### src/rtl/md_ctrl.sv
// Multiply/divide issue controller: launches MD ops from E, tracks the fixed
// mult/div latency, stalls D-stage MD consumers and flags ops that arrive while busy.
module md_ctrl #(
  parameter int MULT_LAT = 5,
  parameter int DIV_LAT  = 10
) (
  input  logic       clk,
  input  logic       reset,
  input  logic       e_valid,
  input  logic [2:0] e_mdclass,
  input  logic [2:0] d_mdclass,
  input  logic       flush,
  output logic [2:0] md_op,
  output logic       md_we,
  output logic       stall,
  output logic       busy,
  output logic [1:0] state,
  output logic       err
);

  typedef enum logic [1:0] {
    ST_IDLE = 2'd0,
    ST_MULT = 2'd1,
    ST_DIV  = 2'd2
  } state_e;

  localparam logic [3:0] MULT_CNT = 4'(MULT_LAT);
  localparam logic [3:0] DIV_CNT  = 4'(DIV_LAT);

  state_e     r_state;
  state_e     w_state_nxt;
  logic [3:0] r_cnt;
  logic [3:0] w_cnt_nxt;
  logic       r_err;
  logic       w_err_nxt;
  logic       r_run;

  logic w_is_md;
  logic w_is_long;
  logic w_busy;
  logic w_issue;
  logic w_viol;

  assign w_is_md   = (e_mdclass >= 3'd1) && (e_mdclass <= 3'd6);
  assign w_is_long = (e_mdclass >= 3'd1) && (e_mdclass <= 3'd4);
  assign w_busy    = (r_state != ST_IDLE);

  // md_op/md_we form a one-cycle command strobe with no back-pressure: the MD
  // unit must accept it in the issue cycle. r_run blocks issue in the cycle
  // reset is released so the first command always follows a clean edge.
  assign w_issue = r_run & e_valid & ~flush & ~w_busy & w_is_md;
  assign w_viol  = e_valid & w_is_md & w_busy & ~flush;

  always_comb begin
    w_state_nxt = r_state;
    w_cnt_nxt   = r_cnt;
    w_err_nxt   = r_err | w_viol;
    case (r_state)
      ST_IDLE: begin
        if (w_issue && w_is_long) begin
          if (e_mdclass <= 3'd2) begin
            w_state_nxt = ST_MULT;
            w_cnt_nxt   = MULT_CNT;
          end else begin
            w_state_nxt = ST_DIV;
            w_cnt_nxt   = DIV_CNT;
          end
        end
      end
      ST_MULT, ST_DIV: begin
        if (r_cnt <= 4'd1) begin
          w_state_nxt = ST_IDLE;
          w_cnt_nxt   = 4'd0;
        end else begin
          w_cnt_nxt = r_cnt - 4'd1;
        end
      end
      default: begin
        w_state_nxt = ST_IDLE;
        w_cnt_nxt   = 4'd0;
      end
    endcase
  end

  always_ff @(posedge clk or negedge reset) begin
    if (!reset) begin
      r_state <= ST_IDLE;
      r_cnt   <= 4'd0;
      r_err   <= 1'b0;
      r_run   <= 1'b0;
    end else begin
      r_state <= w_state_nxt;
      r_cnt   <= w_cnt_nxt;
      r_err   <= w_err_nxt;
      r_run   <= 1'b1;
    end
  end

  assign md_op = w_issue ? e_mdclass : 3'd0;
  assign md_we = w_issue;
  assign busy  = w_busy;
  // Only mult/div consumers wait; mthi/mtlo complete in their issue cycle.
  assign stall = (d_mdclass != 3'd0) & (w_busy | (w_issue & w_is_long));
  assign state = r_state;
  assign err   = r_err;

endmodule

### config.mk
export PLATFORM = sky130hd
export DESIGN_NAME = md_ctrl
export DESIGN_NICKNAME = d
export VERILOG_FILES = /design/src/rtl/md_ctrl.sv
export SDC_FILE = /design/constraint.sdc
export NUM_CORES = 1
export LEC_CHECK = 0
export ABC_CLOCK_PERIOD_IN_PS = 3350
export CELL_PAD_IN_SITES_DETAIL_PLACEMENT = 0
export CELL_PAD_IN_SITES_GLOBAL_PLACEMENT = 1
export CORE_MARGIN = 3
export CORE_UTILIZATION = 33
export DETAILED_ROUTE_END_ITERATION = 8
export GPL_TIMING_DRIVEN = 0
export PLACE_DENSITY = 0.79
export RECOVER_POWER = 50
export SYNTH_ARGS = -nofsm -noshare
export SYNTH_HDL_FRONTEND = slang
export SYNTH_SLANG_ARGS = --single-unit
export TNS_END_PERCENT = 1
### constraint.sdc
create_clock -name clk -period 3.35 [get_ports clk]
set_input_delay 0.5025 -clock clk [delete_from_list [all_inputs] [get_ports clk]]
set_output_delay 0.5025 -clock clk [all_outputs]
set_load 0.005 [all_outputs]
==> out/qor.yml <==
run_status:
  status: "completed"
logic_synthesis:
  synth_nets: 72
  ys_types: 27
  synth-seq-area-share: 0.368
  netlist.area_leader.share: 0.368
  netlist_instances: 58
  synth.top_cells.by_area: "dfrtp_1, ha_1, o21ai_0"
  synth_top_cell_by_area: "dfrtp_1"
  ys_warn_count: 0
  ys_seq_elements: 8
  synth.avg_cell_area_um2: 9.38
  synthesis.area_um2: 544
global_route:
  grt_overflow_total: 0
  grt_use_total: 0.121
  grt_pass1_vias: 450
  grt_pass1_wl_um: 1840
  grt_start_max_net_pins: 9
  antenna_found_initial: 0
die:
  dieWidth_um: 46.6
  start_util: 0.357
  chipHeight_um: 46.6
  std_cell_rows: 14
  core_region_area_um2: 1520
  die_area_um2: 2170
  num_io_pins: 19
clock_tree:
  cts_hold_buf: 0
  cts_root_buffer: "clkbuf_4"
  numClockSinks: 8
  clock_path_buffers: 2
  post_cts_buffers: 0
  cts_buffers: 3
  cts_tree: "built"
  clk_latency_ns: 0.26
  clk_pin_slew_ns: 0.05
  cts_resized: 0
  htreeDepth: 1
power_and_ir_drop:
  clkPwrFrac: 0.126
  switchingPower_w: 0.000233
  power_density_nw_per_um2: 762
  power.internal_w: 0.000352
  p_total_w: 0.000585
  p_seq_frac: 0.282
  vdd_drop_max_mv: 0.389
  netSwitchingFraction: 0.398
  power_frac_comb: 0.592
  power.leakage_nw: 0.332
critical_path:
  critPathMaxFanout: 8
  start_kind: "input pin"
  crit_type: "input pin to output port"
  arrival_ns: 2.38
  required_ns: 2.85
  end_kind: "output port"
final_layout:
  stdcell_area_um2: 767
  final_nets: 95
  fillers: 141
  num_antenna_cells: 0
  post-route-util: 0.503
  synthToLayoutAreaGrowth_pct: 40.9
  drive_gt1_frac: 0.114
route:
  route.detailed.wl_per_inst_um: 12.2
  drt_pass1_iterations: 4
  vias_per_cell: 5.40
  drt_wl_total_um: 1160
  drcViolationCount: 0
  detail-route-antenna-nets: 0
  vias: 513
  drt_iter0_drc: 15
job:
  maxCapViolCount: 0
sta:
  hold_viol: 0
  post-route-period-util: 0.860
  slew_headroom: 0.604
  maxSlewViolCount: 0
  setup_violations: 0
  fin_crit_ns: 2.88
  fmax_ghz: 0.347
  fin_setup_tns_ns: 0
  worst_slew_pin_slew_ns: 0.589
  finalClockSkew_ns: 0.00653
  rsz0062_at_grt: "no"
placement:
  globalplace.congestion: 0.786
  dpl_cell_area_um2: 744
  io_buffers: 18
  dp_hpwl_um: 883
worst_hold_path:
  hold_class: "flop to flop"
## synth_stat cells
library cell / number
dfrtp_1: 8
nand3_1: 2
nor3_1: 3
and2_1: 2
nor2b_1: 2
a32oi_1: 1
nand2b_4: 1
o21ai_0: 6
o22ai_1: 1
nor2_1: 7
a41oi_4: 1
a22o_2: 1
or2_1: 1
mux2_4: 1
inv_1: 5
mux2i_1: 1
and2_2: 1
o31ai_1: 1
a31oi_1: 1
ha_1: 4
nand2_1: 2
or3_4: 1
a22o_1: 1
a21oi_1: 1
nand2b_1: 1
conb_1: 1
o21bai_1: 1
## worst paths after layout
| path | from | endpoint | slack (ns) | cells past startpoint |
|---|---|---|---|---|
| worst min register to register | err | err | 0.46 | 1 |
| worst max-delay path | e_mdclass[1] | stall | 0.47 | 5 |
| max in group asynchronous | reset | err | 2.48 | 1 |
| worst min-delay path | err | err | 0.46 | 1 |
| worst max register to register | r_cnt[0] | r_cnt[0] | 1.54 | 6 |
| min in group asynchronous | reset | state[1] | 0.59 | 1 |
## metrics by stage
| stage | hold WS [ns] | setup WS [ns] | std cells |
|---|---|---|---|
| 2_1_floorplan | 0.207 | 1.59 | 58 |
| 3_3_place_gp | 0.465 | 0.563 | 92 |
| 3_5_place_dp | 0.467 | 0.597 | 92 |
| 4_1_cts | 0.479 | 0.580 | 95 |
| 5_1_grt | 0.516 | 0.392 | 95 |
| 6_report | 0.463 | 0.468 | 95 |
## per-layer routing
layer  wire length [µm]  track usage
met5                  0            0
met4                 12       0.0829
met3                133       0.0313
met2                509        0.184
met1                502        0.147
## kinds of logic (layout without fill, tap and decap cells)
| kind of cell | count (synthesis) | after routing | synth area share |
|---|---|---|---|
| and+or+nand+nor | 23 | 23 | 0.237 |
| other | 1 | 1 | 0.00689 |
| adders and majority gates | 4 | 4 | 0.0920 |
| AOI/OAI and AO/OA | 15 | 15 | 0.216 |
| buffers and inverters | 5 | 26 | 0.0345 |
| DFF | 8 | 8 | 0.368 |
| muxes | 2 | 2 | 0.0460 |
## placed cells by master (no fill, tap or decap), drive strengths merged
cell,count
a21oi,1
a22o,2
a31oi,1
a32oi,1
a41oi,1
and2,3
clkbuf,3
clkdlybuf4s50,13
conb,1
dfrtp,8
dlygate4sd3,5
ha,4
inv,5
mux2,1
mux2i,1
nand2,2
nand2b,2
nand3,2
nor2,7
nor2b,2
nor3,3
o21ai,6
o21bai,1
o22ai,1
o31ai,1
or2,1
or3,1
## state kept, by name, summed over array words and instances, names as in the netlist
signal	flops
err	1
r_cnt	4
r_run	1
state	2
## final cells by class
cell class	instances	area, µm²	area share
Inverter	5	18.8	0.0245
Timing Repair Buffer	18	180	0.235
Tap cell	16	20.0	0.0261
Sequential cell	8	200	0.261
Clock buffer	3	22.5	0.0294
Multi-Input combinational cell	45	325	0.424
## critical path, cell delays in order
cell and delay, ns:
dlygate4sd3_1 0.59, or3_4 0.42, a41oi_4 0.32, nor2_1 0.09, clkdlybuf4s50_1 0.45
## power by group through the flow
stage | clock network [W] | registers [W] | logic, W
final | 0.0000734 | 0.000165 | 0.000346
after global routing | 0.0000831 | 0.000170 | 0.000385
after CTS | 0.0000770 | 0.000165 | 0.000348
after detailed placement | 0 | 0.000167 | 0.000343
after global placement | 0 | 0.000166 | 0.000348
after floorplan | 0 | 0.000160 | 0.000239
Power figures use the tool's default switching activity.
